## src/rtl/baw_pkg.sv

```systemverilog
// Shared button index map and helpers for the game FSM and the button front end.
package baw_pkg;

    localparam int unsigned N_BTN      = 5;
    localparam int unsigned BTN_CENTER = 0;
    localparam int unsigned BTN_TOP    = 1;
    localparam int unsigned BTN_BOTTOM = 2;
    localparam int unsigned BTN_LEFT   = 3;
    localparam int unsigned BTN_RIGHT  = 4;

    typedef logic [N_BTN-1:0] btn_vec_t;

    // Keep only the lowest-index set bit; lower index means higher priority.
    function automatic btn_vec_t first_set(input btn_vec_t v);
        btn_vec_t res;
        logic     found;
        res   = '0;
        found = 1'b0;
        for (int i = 0; i < N_BTN; i++) begin
            if (v[i] && !found) begin
                res[i] = 1'b1;
                found  = 1'b1;
            end
        end
        return res;
    endfunction

    // Mask of every button except index idx.
    function automatic btn_vec_t others_mask(input int unsigned idx);
        btn_vec_t m;
        m      = '1;
        m[idx] = 1'b0;
        return m;
    endfunction

endpackage

```

## src/rtl/btn_debounce.sv

```systemverilog
// One button channel: 2-FF synchroniser, agreement-reset debounce counter, stable level
// and a combinational flag marking the edge on which the stable level rises.
module btn_debounce
    import baw_pkg::*;
#(
    parameter int unsigned DEBOUNCE_CYCLES = 1_000_000,
    parameter int unsigned CNT_W           = (DEBOUNCE_CYCLES > 1) ? $clog2(DEBOUNCE_CYCLES) : 1
) (
    input  logic clk,
    input  logic reset,
    input  logic raw,
    output logic level,
    output logic rise
);

    localparam logic [CNT_W-1:0] CNT_MAX = CNT_W'(DEBOUNCE_CYCLES - 1);

    logic             sync1_q;
    logic             sync2_q;
    logic             stable_q;
    logic             stable_d;
    logic [CNT_W-1:0] cnt_q;
    logic [CNT_W-1:0] cnt_d;

    always_ff @(posedge clk) begin
        if (reset) begin
            sync1_q  <= 1'b0;
            sync2_q  <= 1'b0;
            stable_q <= 1'b0;
            cnt_q    <= '0;
        end else begin
            sync1_q  <= raw;
            sync2_q  <= sync1_q;
            stable_q <= stable_d;
            cnt_q    <= cnt_d;
        end
    end

    // Any cycle of agreement restarts the count, so glitches never accumulate.
    always_comb begin
        stable_d = stable_q;
        cnt_d    = cnt_q;
        if (sync2_q == stable_q) begin
            cnt_d = '0;
        end else if (cnt_q == CNT_MAX) begin
            stable_d = sync2_q;
            cnt_d    = '0;
        end else begin
            cnt_d = cnt_q + 1'b1;
        end
    end

    assign level = stable_q;
    assign rise  = stable_d & ~stable_q;

endmodule

```

## src/rtl/btn_conditioner.sv

```systemverilog
// Five-button front end: per-channel debounce plus a lockout/priority stage that turns
// debounced press edges into at most one single-cycle pulse per clock.
module btn_conditioner
    import baw_pkg::*;
#(
    parameter int unsigned DEBOUNCE_CYCLES = 1_000_000
) (
    input  logic             clk,
    input  logic             reset,
    input  logic [N_BTN-1:0] btn_raw,
    output logic [N_BTN-1:0] btn_pulse,
    output logic [N_BTN-1:0] btn_level,
    output logic             any_held
);

    localparam int unsigned CNT_W = (DEBOUNCE_CYCLES > 1) ? $clog2(DEBOUNCE_CYCLES) : 1;

    btn_vec_t level;
    btn_vec_t rise;
    btn_vec_t cand;
    btn_vec_t pulse_d;
    btn_vec_t pulse_q;

    for (genvar g = 0; g < N_BTN; g++) begin : g_chan
        btn_debounce #(
            .DEBOUNCE_CYCLES (DEBOUNCE_CYCLES),
            .CNT_W           (CNT_W)
        ) u_debounce (
            .clk   (clk),
            .reset (reset),
            .raw   (btn_raw[g]),
            .level (level[g]),
            .rise  (rise[g])
        );
    end

    // A rise only counts if no other button was already held before this edge.
    always_comb begin
        cand = '0;
        for (int i = 0; i < N_BTN; i++) begin
            cand[i] = rise[i] && ((level & others_mask(i)) == '0);
        end
        pulse_d = first_set(cand);
    end

    always_ff @(posedge clk) begin
        if (reset) begin
            pulse_q <= '0;
        end else begin
            pulse_q <= pulse_d;
        end
    end

    assign btn_pulse = pulse_q;
    assign btn_level = level;
    assign any_held  = |level;

endmodule
```

## config.mk

```make
export PLATFORM = sky130hd
export DESIGN_NAME = btn_conditioner
export DESIGN_NICKNAME = d
export VERILOG_FILES = /design/src/rtl/baw_pkg.sv /design/src/rtl/btn_debounce.sv /design/src/rtl/btn_conditioner.sv
export SDC_FILE = /design/constraint.sdc
export NUM_CORES = 1
export LEC_CHECK = 0
export CAP_MARGIN = 20
export CELL_PAD_IN_SITES_DETAIL_PLACEMENT = 0
export CELL_PAD_IN_SITES_GLOBAL_PLACEMENT = 2
export CORE_MARGIN = 2
export CORE_UTILIZATION = 38
export DETAILED_ROUTE_END_ITERATION = 12
export PLACE_DENSITY_LB_ADDON = 0.1
export RECOVER_POWER = 100
export SYNTH_ARGS = -nofsm -noshare
export SYNTH_HDL_FRONTEND = slang
export SYNTH_HIERARCHICAL = 1
export SYNTH_SLANG_ARGS = --single-unit
```

## constraint.sdc

```tcl
create_clock -name clk -period 3.4 [get_ports clk]
set_input_delay 0.68 -clock clk [delete_from_list [all_inputs] [get_ports clk]]
set_output_delay 0.68 -clock clk [all_outputs]
set_load 0.03 [all_outputs]
```

# ---- After elaboration in Yosys (flattened, before gate mapping)
# Index checks and enable logic that the tools add are counted.
dict set report op_classes {
  addsub 5
  n_bitwise 10
  reduce_logical 24
  eq_ne 10
  muxes 18
}
# operator count
set op_table {}
lappend op_table {{20-bit by 1-bit adder with 20-bit output, second input constant} 5}
lappend op_table {{20-bit == test, second input constant} 5}
lappend op_table {{5-bit zero test} 5}
lappend op_table {{1-bit 2-to-1 mux} 18}
lappend op_table {{3-bit OR reduction} 5}
lappend op_table {{1-bit logical AND} 9}
lappend op_table {{1-bit bitwise AND} 5}
lappend op_table {{1-bit == test} 5}
lappend op_table {{1-bit NOT} 5}
lappend op_table {{5-bit OR reduction} 1}
lappend op_table {{1-bit zero test} 4}
dict set report totals {
  output_inout_bits 11
  register_bits 120
}

# ---- Logic depth before layout (Yosys ltp)
# Gate-level depths: netlist of run 1.
dict set report depth {
  ltp_word 18
  ltp_mapped 8
  depth_no_buf 8
}

# ---- Cells and area by module
# The synthesis of run 1 kept the hierarchy.
# module cells_per_inst seq_area_each_um2 n_inst area_per_inst_um2
set by_module_without_submodules {}
lappend by_module_without_submodules {btn_debounce 118 460.4 5 1029.7}
lappend by_module_without_submodules {btn_conditioner 25 100.1 1 234.0}

# ---- Least setup slack after synthesis of run 1
# No wires, ideal clock.
dict set report synth_timing {
  path_type {reg2reg}
  from {register g_chan[0].u_debounce.cnt_q[0]}
  to {register pulse_q[2] (netlist: btn_pulse[2])}
  setup_time_ns 0.140
  required_time_ns 3.260
  t_arrival_ns 2.347
  slack_ns 0.913
  n_path_buf 0
  period_less_slack_ns 2.487
  stages_incl_launch_ff 9
  cell_sequence {dfxtp_1 -> ha_1 -> nand3_1 -> or2_0 -> or3_1 -> nor3_1 -> or3b_4 -> or3_1 -> nor4b_4}
}
dict set report synth_via {
  elab_chain_cells 12
}
# item line_no
set synth_rtl {}
lappend synth_rtl {{from (decl)} btn_debounce.sv:22} ;# logic [CNT_W-1:0] cnt_q;
lappend synth_rtl {{from (signal assigned)} btn_debounce.sv:35} ;# cnt_q <= cnt_d;
lappend synth_rtl {{20-bit == test *} btn_debounce.sv:45} ;# end else if (cnt_q == CNT_MAX) begin
lappend synth_rtl {{1-bit 2-to-1 mux *} btn_debounce.sv:45}
lappend synth_rtl {{1-bit 2-to-1 mux *} btn_debounce.sv:43} ;# if (sync2_q == stable_q) begin
lappend synth_rtl {{1-bit bitwise AND *} btn_debounce.sv:54} ;# assign rise = stable_d & ~stable_q;
lappend synth_rtl {{named net rise[0]} btn_conditioner.sv:19} ;# btn_vec_t rise;
lappend synth_rtl {{1-bit logical AND *} btn_conditioner.sv:41} ;# cand[i] = rise[i] && ((level & others_mask(i)) == '0);
lappend synth_rtl {{1-bit 2-to-1 mux *} baw_pkg.sv:20} ;# if (v[i] && !found) begin
lappend synth_rtl {{1-bit zero test} baw_pkg.sv:20}
lappend synth_rtl {{1-bit logical AND} baw_pkg.sv:20}
lappend synth_rtl {{1-bit 2-to-1 mux *} baw_pkg.sv:20}
lappend synth_rtl {{1-bit zero test *} baw_pkg.sv:20}
lappend synth_rtl {{1-bit logical AND *} baw_pkg.sv:20}
lappend synth_rtl {{1-bit 2-to-1 mux *} baw_pkg.sv:20}
lappend synth_rtl {{to (signal assigned)} btn_conditioner.sv:50} ;# pulse_q <= pulse_d;
lappend synth_rtl {{to (decl)} btn_conditioner.sv:22} ;# btn_vec_t pulse_q;
# The timed path passes the listed nets; every way through them passes the cells marked *.
# A chain may end at the register's enable or synchronous reset.

# ---- Worst setup path in the final report of run 1
dict set report layout_timing {
  from {register g_chan[4].u_debounce.stable_q}
  to {output any_held}
}
dict set report layout_via {
  elab_chain_cells 1
}
# item line_no
set layout_rtl {}
lappend layout_rtl {{from (decl)} btn_debounce.sv:20} ;# logic stable_q;
lappend layout_rtl {{from (signal assigned)} btn_debounce.sv:34} ;# stable_q <= stable_d;
lappend layout_rtl {{5-bit OR reduction} btn_conditioner.sv:56} ;# assign any_held = |level;
lappend layout_rtl {{to (decl)} btn_conditioner.sv:13} ;# output logic any_held
# No other way between the ends.

==> results of run 1 <==
==> worst paths after layout <==
check                                                         startpoint                                 endpoint  slack (ns)  cells after the start
worst max-delay path               g_chan[4].u_debounce/level$_SDFF_PP0_                                 any_held        0.58                      4
worst min-delay path             g_chan[3].u_debounce/sync1_q$_SDFF_PP0_  g_chan[3].u_debounce/sync2_q$_SDFF_PP0_        0.43                      1
worst max register to register  g_chan[0].u_debounce/cnt_q[0]$_SDFF_PP0_                  btn_pulse[2]$_SDFF_PP0_        0.59                      8
worst min register to register   g_chan[3].u_debounce/sync1_q$_SDFF_PP0_  g_chan[3].u_debounce/sync2_q$_SDFF_PP0_        0.43                      1
==> layout make-up <==
cell class | count | area [um^2] | area share
clock inverters | 7 | 87.6 | 0.0139
repair buffers | 20 | 185 | 0.0293
flip-flops and latches | 120 | 2400 | 0.380
well taps | 180 | 225 | 0.0356
inverters | 26 | 97.6 | 0.0154
clock buffers | 25 | 526 | 0.0832
multi-input cells | 459 | 2800 | 0.442
==> cell families (layout without fill, tap and decap cells) <==
kind of cell / after synthesis / in the layout / share of synthesized area
DFF: 120 / 120 / 0.446
and+or+nand+nor: 322 / 322 / 0.332
AOI/OAI and AO/OA: 62 / 62 / 0.0688
buffers and inverters: 36 / 78 / 0.0274
xor gates and xnor gates: 70 / 70 / 0.114
adders and majority gates: 5 / 5 / 0.0116
==> registers in the layout (all words and copies together) (netlist names) <==
| signal | count |
|---|---|
| g_chan.u_debounce/level | 5 |
| g_chan.u_debounce/sync2_q | 5 |
| g_chan.u_debounce/cnt_q | 100 |
| g_chan.u_debounce/sync1_q | 5 |
| btn_pulse | 5 |
==> critical path: stages, from the launching register on <==
cell and delay [ns]:
dfxtp_1 0.29, buf_4 0.16, or3_1 0.40, nand2b_1 0.19, dlygate4sd3_1 0.70
==> power by group <==
part / switching (mW) / internal [mW] / total (mW)
registers: 0.00392 / 1.42 / 1.42
logic: 0.0211 / 0.0128 / 0.0339
clock network: 0.609 / 1.21 / 1.82
==> cells in the final DEF (no fill, tap or decap), types with 15 or more instances in the layout <==
master	n
a21oi_1	31
clkbuf_16	17
dfxtp_1	120
inv_1	26
nand2_1	40
nand3_1	21
nand4_1	15
nor2_1	84
nor3_1	27
nor4_1	21
o31ai_1	15
or3_1	27
or4_1	15
xnor2_1	65
==> per-layer routing <==
metal / up-vias / wire length (um) / global-route usage
li1: 2229 / - / -
met1: 1999 / 5770 / 0.212
met2: 47 / 4900 / 0.250
met3: 11 / 439 / 0.0586
met4: 0 / 145 / 0.0639
met5: - / 0 / 0
==> results.json, run 1 <==
{
  "grt_setup_unrepaired": "false",
  "synth_area_um2": 5380,
  "first_pass_iters": 4,
  "yosysTopAreaCell": "dfxtp_1",
  "netlist_top_cells_count": "120 x dfxtp_1, 84 x nor2_1, 65 x xnor2_1",
  "drv_cap": 0,
  "synth_area_leaders": "dfxtp_1 45%, xnor2_1 11%, nor2_1 5.9%",
  "cts_setup_buffers": 0,
  "outcome": "finished, final reports clean",
  "start_kind": "flip-flop",
  "wire_per_inst_um": 13.5,
  "final_area_um2": 6320,
  "vias": 4286,
  "die_w_um": 123,
  "min-delay-path-class": "reg -> reg",
  "drt-initial-drc-count": 221,
  "drc": 0,
  "relSlewSlack": 0.0948,
  "clockBufferDepth": 2,
  "synth_seq_cells": 120,
  "holdWs_ns": 0.430,
  "p_per_area_nw_per_um2": 518,
  "pre_cts_slack_ns": 0.595,
  "clk_latency_ns": 0.41,
  "synth_warnings": 6,
  "drive_gt1_frac": 0.0791,
  "synthToLayoutAreaGrowth_pct": 17.4,
  "grt_pass1_wl_um": 19400,
  "grt_use_total": 0.164,
  "grt_overflow": 0,
  "cts_sinks": 120,
  "async_flop_share": 0,
  "dieArea_um2": 15100,
  "fin_tns_setup_ns": 0,
  "worst_slew_pin_slew_ns": 1.35,
  "yosysMostFrequentCell": "dfxtp_1",
  "fin_util": 0.455,
  "antenna_found_initial": 0,
  "p_total_mw": 3.27,
  "fill_cells": 1364,
  "setup_ws_ns": 0.577,
  "grt_max_degree": 19,
  "ys_seq_area_frac": 0.446,
  "hold_viol": 0,
  "n_antenna_cell": 0,
  "port_buffers": 17,
  "synth_ff_type": "dfxtp_1",
  "p_leak_nw": 1.85,
  "ctsHtreeMaxLevel": 4,
  "nNetsFinal": 656,
  "avgSynthCellArea_um2": 8.75,
  "layout_min_cycle_time_ns": 2.82,
  "worst-endpoint-arrival_ns": 2.14,
  "placed_cells": 805,
  "crit_fanout": 8,
  "cts_resized": 0,
  "io_pins": 18,
  "design.core.area_um2": 13900,
  "synth_edf_count": 0,
  "fin_crit_sh": 0.830,
  "clock_skew_ns": 0.00718,
  "dp_hpwl_um": 7660,
  "cts_tree": "done",
  "globalplace.congestion": 0.759,
  "critical_path_required_ns": 2.72,
  "layout.cells.non_filler": 837,
  "rows": 43,
  "syn_nets": 627,
  "yosys.area.top_type_share": 0.446,
  "worstSetupEndpointType": "output port",
  "clk_pin_slew_ns": 0.05,
  "synth_cells": 615,
  "clock.fmax_ghz": 0.354,
  "cts_root_buffer": "clkbuf_16",
  "ir_drop_uv": 319,
  "routed_via_density": 5.12,
  "ys_types": 31,
  "placed_area_um2": 5750,
  "drtAntennaViolNets": 0,
  "drv_slew": 0,
  "dieHeight_um": 123,
  "start_util": 0.388,
  "setup_violations": 0,
  "cts_made_buffers": 17,
  "hold_buffers": 0,
  "worstSetupPathType": "reg -> out",
  "first_global_vias": 4077,
  "finalWirelength_um": 11300
}
(Power assumes the default switching activity.)
==> run 2, diff against run 1 <==
clock period = 2.7 ns   (was 3.4 ns; I/O delays follow)
==> run 2 against run 1 <==
Effect of this change: clock power up 21%; flip-flop and latch count unchanged; worst setup slack got worse by 0.45 ns; power rose by 24%; sequential power rose by 26%; wire length up 3.9%; first-iteration DRC count decreased by 13%; via count increased by 2.4%; global-route usage up 0.71 points; largest cell class unchanged; largest power group unchanged; highest routed layer unchanged.
==> results.json, run 2 (synthesis gave the netlist of run 1 again) <==
{
  "io_pins": 18,
  "crit_slowest_cell": "clkdlybuf4s50_1",
  "p_total_mw": 4.04,
  "first_global_vias": 4294,
  "dieHeight_um": 123,
  "drtAntennaViolNets": 0,
  "start_util": 0.388,
  "globalplace.congestion": 0.760,
  "ctsHtreeMaxLevel": 4,
  "r2r_end": "btn_pulse[2]$_SDFF_PP0_",
  "first_pass_iters": 4,
  "drive_gt1_frac": 0.0902,
  "p_per_area_nw_per_um2": 635,
  "n_antenna_cell": 0,
  "cts_tree": "done",
  "cts_setup_buffers": 0,
  "ir_drop_uv": 408,
  "layout_min_cycle_time_ns": 2.57,
  "drc": 0,
  "drv_cap": 0,
  "crit_fanout": 6,
  "whs_path_depth": 1,
  "top_register": "g_chan.u_debounce/cnt_q",
  "relSlewSlack": 0.0895,
  "placed_area_um2": 5820,
  "synthToLayoutAreaGrowth_pct": 18.2,
  "outcome": "finished, final reports clean",
  "routed_via_density": 5.19,
  "setup_violations": 0,
  "dieArea_um2": 15100,
  "clockBufferDepth": 2,
  "dp_hpwl_um": 8050,
  "drv_slew": 0,
  "hold_buffers": 0,
  "cp_top_family": "simple AND/OR/NAND/NOR gates",
  "antenna_found_initial": 0,
  "cts_resized": 0,
  "critPathMaxStageDelay_ns": 0.60,
  "start_kind": "flip-flop",
  "ff2ff_path_depth": 8,
  "hold_start": "g_chan[2].u_debounce/sync1_q$_SDFF_PP0_",
  "p_leak_nw": 1.86,
  "clock.fmax_ghz": 0.389,
  "clk_latency_ns": 0.41,
  "port_buffers": 17,
  "clock_skew_ns": 0.00374,
  "cp_cell_sequence": "or3_1 > nand2b_1 > clkdlybuf4s50_1",
  "grt_use_total": 0.171,
  "cts_made_buffers": 17,
  "final_cell_mix": "120 x dfxtp_1, 84 x nor2_1, 65 x xnor2_1",
  "largest_reg_flops": 100,
  "final_area_um2": 6360,
  "grt_max_degree": 19,
  "worst-endpoint-arrival_ns": 2.03,
  "grt_overflow": 0,
  "grt_pass1_wl_um": 20400,
  "die_w_um": 123,
  "wire_per_inst_um": 13.8,
  "cts_sinks": 120,
  "r2r_start": "g_chan[0].u_debounce/cnt_q[0]$_SDFF_PP0_",
  "worst_slew_pin_slew_ns": 1.36,
  "drt-initial-drc-count": 193,
  "fin_crit_sh": 0.952,
  "min-delay-path-class": "reg -> reg",
  "clk_pin_slew_ns": 0.05,
  "reg2reg_slack_ns": 0.19,
  "vias": 4387,
  "rows": 43,
  "holdPathEnd": "g_chan[2].u_debounce/sync2_q$_SDFF_PP0_",
  "critical_path_required_ns": 2.16,
  "worstSetupEndpointType": "output port",
  "layout_commonest_cell": "dfxtp_1",
  "cts_root_buffer": "clkbuf_16",
  "nNetsFinal": 665,
  "worstSetupPathType": "reg -> out",
  "grt_setup_unrepaired": "false",
  "crit_buf_inv": 1,
  "finalWirelength_um": 11700,
  "design.core.area_um2": 13900,
  "hold_viol": 0,
  "fin_tns_setup_ns": 0
}
-- run 2: cell count changes in the layout (fill, tap and decap cells not counted) --
| cell | previous run | this run |
|---|---|---|
| buf_4 | 1 | 7 |
| clkbuf_1 | 3 | 7 |
| clkbuf_8 | 7 | 4 |
| clkdlybuf4s50_1 | 5 | 6 |
| clkinvlp_4 | 1 | 2 |
| dlygate4sd3_1 | 12 | 11 |
| nor4b_1 | 11 | 10 |
| nor4b_2 | 0 | 1 |
| o21ai_0 | 10 | 11 |
| o21ai_1 | 5 | 1 |
| o21ai_2 | 0 | 3 |
-- run 2: per-stage QoR --
stage          cells  hold slack [ns]   util  setup WS (ns)
6_report         845            0.439  0.458          0.130
3_3_place_gp     814            0.417  0.419          0.282
3_5_place_dp     814            0.432  0.419          0.196
2_1_floorplan    615            0.414      -          0.213
5_1_grt          845            0.459  0.458         0.0188
4_1_cts          845            0.446  0.461         0.0626
-- run 2: final cells by class --
class	instances	area, um^2
well taps	180	225
multi-input cells	459	2810
repair buffers	29	241
clock buffers	23	488
flip-flops and latches	120	2400
clock inverters	8	95.1
fillers	1403	7520
inverters	26	97.6
-- run 2: how the worst max path moves through the flow --
stage	from	end	slack, ns	cells after the start
after floorplan	g_chan[0].u_debounce/cnt_q[0]$_SDFF_PP0_	btn_pulse[2]$_SDFF_PP0_	0.21	8
after global placement	g_chan[0].u_debounce/cnt_q[0]$_SDFF_PP0_	btn_pulse[2]$_SDFF_PP0_	0.28	8
after detailed placement	g_chan[0].u_debounce/cnt_q[0]$_SDFF_PP0_	btn_pulse[2]$_SDFF_PP0_	0.20	8
after CTS	g_chan[0].u_debounce/level$_SDFF_PP0_	any_held	0.06	3
after global routing	g_chan[0].u_debounce/cnt_q[0]$_SDFF_PP0_	btn_pulse[2]$_SDFF_PP0_	0.02	8
final	g_chan[0].u_debounce/level$_SDFF_PP0_	any_held	0.13	3
-- run 2: layer usage --
metal  routed length, um  vias up  global-route usage
li1                    -     2240                   -
met1                5780     2092               0.220
met2                5330       44               0.270
met3                 464       11              0.0567
met4                 129        0              0.0575
met5                   0        -                   0
-- run 2: power by group --
| part | internal (mW) | switching, mW | leakage (nW) |
|---|---|---|---|
| sequential | 1.78 | 0.00502 | 0.969 |
| combinational | 0.0168 | 0.0272 | 0.606 |
| clock | 1.44 | 0.770 | 0.285 |
==> run 3, diff against run 2 <==
CORE_UTILIZATION = 34   (was 38)
clock period = 2.2 ns   (was 2.7 ns; I/O delays follow)
==> run 3 against run 2 <==
Effect of this change: the flow now finishes with violations (negative setup slack); non-clock buffer count rose by 54; register-to-register slack lost 0.29 ns; core utilization shrank 0.74 points; flip-flop and latch count unchanged.
==> results.json, run 3 (synthesis gave the netlist of run 1 again) <==
{
  "dieArea_um2": 16900,
  "largest_reg_flops": 100,
  "clock_skew_ns": 0.00961,
  "p_int_mw": 4.00,
  "first_pass_iters": 4,
  "ff2ff_path_depth": 8,
  "start_kind": "flip-flop",
  "grt_max_degree": 30,
  "dp_hpwl_um": 8370,
  "setup_violations": 1,
  "worstSetupPathType": "reg -> reg",
  "swShare": 0.197,
  "drtAntennaViolNets": 0,
  "clockBufferDepth": 2,
  "n_antenna_cell": 0,
  "min-delay-path-class": "reg -> reg",
  "design.core.area_um2": 15300,
  "clk_latency_ns": 0.42,
  "ctsHtreeMaxLevel": 4,
  "rows": 45,
  "antenna_found_initial": 0,
  "vias": 4504,
  "wire_per_inst_um": 12.9,
  "p_leak_nw": 2.16,
  "setup_ws_ns": -0.101,
  "fill_cells": 1512,
  "routed_via_density": 4.86,
  "p_clk_frac": 0.548,
  "grt_pass1_wl_um": 21000,
  "grt_setup_unrepaired": "true",
  "worst_slew_pin_slew_ns": 0.806,
  "cts_sinks": 120,
  "crit_fanout": 2,
  "power_frac_comb": 0.012,
  "port_buffers": 17,
  "synthToLayoutAreaGrowth_pct": 28.3,
  "globalplace.congestion": 0.730,
  "pre_cts_slack_ns": -0.232,
  "layout_min_cycle_time_ns": 2.30,
  "finalWirelength_um": 12000,
  "critPathCapture": "btn_pulse[2]$_SDFF_PP0_",
  "ir_drop_uv": 572,
  "drc": 0,
  "critical_path_required_ns": 2.49,
  "cts_root_buffer": "clkbuf_16",
  "start_util": 0.351,
  "die_w_um": 130,
  "nNetsFinal": 719,
  "drive_gt1_frac": 0.175,
  "r2r_start": "g_chan[0].u_debounce/cnt_q[1]$_SDFF_PP0_",
  "io_pins": 18,
  "drv_cap": 0,
  "fin_crit_sh": 1.05,
  "final_cell_mix": "117 x dfxtp_1, 84 x nor2_1, 65 x xnor2_1",
  "r2r_end": "btn_pulse[2]$_SDFF_PP0_",
  "reg2reg_slack_ns": -0.10,
  "drt-initial-drc-count": 184,
  "clock.fmax_ghz": 0.435,
  "violations": "negative setup slack",
  "placed_area_um2": 6300,
  "final_area_um2": 6910,
  "p_sw_uw": 979,
  "grt_overflow": 0,
  "dieHeight_um": 130,
  "outcome": "complete, but fails checks",
  "first_global_vias": 4521,
  "power.share.sequential": 0.440,
  "top_register": "g_chan.u_debounce/cnt_q",
  "worstSetupEndpointType": "flip-flop",
  "layout_commonest_cell": "dfxtp_1",
  "drv_slew": 0,
  "cts_tree": "done",
  "grt_use_total": 0.160,
  "cts_made_buffers": 17,
  "clk_pin_slew_ns": 0.05,
  "relSlewSlack": 0.463,
  "hold_viol": 0,
  "worst-endpoint-arrival_ns": 2.59,
  "p_per_area_nw_per_um2": 721,
  "fin_util": 0.451,
  "crit_start": "g_chan[0].u_debounce/cnt_q[1]$_SDFF_PP0_"
}
run 3: changes by cell type in the layout (fill, tap and decap cells not counted), sizes merged:
| cell | before | now |
|---|---|---|
| clkdlybuf4s50 | 6 | 9 |
| clkbuf | 28 | 31 |
| buf | 7 | 60 |
| dlygate4sd3 | 11 | 7 |
| clkinvlp | 2 | 0 |
| dlygate4sd2 | 0 | 1 |
| clkinv | 4 | 1 |
run 3: worst min path at each step:
| stage | from | end | slack [ns] | cells past startpoint |
|---|---|---|---|---|
| after floorplan | g_chan[0].u_debounce/sync1_q$_SDFF_PP0_ | g_chan[0].u_debounce/sync2_q$_SDFF_PP0_ | 0.41 | 1 |
| after global placement | g_chan[2].u_debounce/sync1_q$_SDFF_PP0_ | g_chan[2].u_debounce/sync2_q$_SDFF_PP0_ | 0.42 | 1 |
| after detailed placement | g_chan[3].u_debounce/sync1_q$_SDFF_PP0_ | g_chan[3].u_debounce/sync2_q$_SDFF_PP0_ | 0.42 | 1 |
| after CTS | g_chan[3].u_debounce/sync1_q$_SDFF_PP0_ | g_chan[3].u_debounce/sync2_q$_SDFF_PP0_ | 0.44 | 1 |
| after global routing | g_chan[1].u_debounce/sync1_q$_SDFF_PP0_ | g_chan[1].u_debounce/sync2_q$_SDFF_PP0_ | 0.46 | 1 |
| final | g_chan[3].u_debounce/sync1_q$_SDFF_PP0_ | g_chan[3].u_debounce/sync2_q$_SDFF_PP0_ | 0.43 | 1 |
run 3: critical path, stage by stage (launching register included):
cell	delay, ns
dfxtp_2	0.35
ha_4	0.15
nand3_4	0.07
or2_4	0.23
or3_4	0.37
nor3_2	0.09
or3b_4	0.39
or3_4	0.37
nor4b_4	0.14
run 3: per-stage QoR:
step                      instances  TNS, ns  hold slack, ns  total power [mW]
after detailed placement        898   -0.331           0.423              2.30
after global routing            927   -0.414           0.459              5.16
after CTS                       927   -0.244           0.435              5.05
final                           927   -0.101           0.433              4.98
after floorplan                 615   -0.110           0.414              2.26
after global placement          898   -0.429           0.419              2.30
run 3: power by group through the flow:
stage / logic, mW / clock network, mW / registers [mW]
2_1_floorplan: 0.0271 / 0 / 2.24
3_3_place_gp: 0.0596 / 0 / 2.24
3_5_place_dp: 0.0602 / 0 / 2.24
4_1_cts: 0.0600 / 2.80 / 2.19
5_1_grt: 0.0669 / 2.90 / 2.19
6_report: 0.0589 / 2.73 / 2.19
run 3: per-layer routing:
| metal | global-route usage | vias to the layer above | part of all wire |
|---|---|---|---|
| li1 | - | 2347 | - |
| met1 | 0.187 | 2098 | 0.47 |
| met2 | 0.270 | 40 | 0.48 |
| met3 | 0.0578 | 19 | 0.034 |
| met4 | 0.0588 | 0 | 0.015 |
| met5 | 0 | - | 0 |
run 3: final cells by class:
type / count / area [um^2] / share of cell area
inverters: 26 / 97.6 / 0.0141
flip-flops and latches: 120 / 2410 / 0.348
well taps: 211 / 264 / 0.0382
repair buffers: 83 / 654 / 0.0947
clock inverters: 3 / 65.1 / 0.00942
clock buffers: 25 / 505 / 0.0732
multi-input cells: 459 / 2920 / 0.422
run 3: timing repair:
action,in CTS,in global routing
hold buffers,0,0
setup endpoints to repair,6,14
gates resized for setup,5,7
setup buffers,1,0
pin swaps,6,4
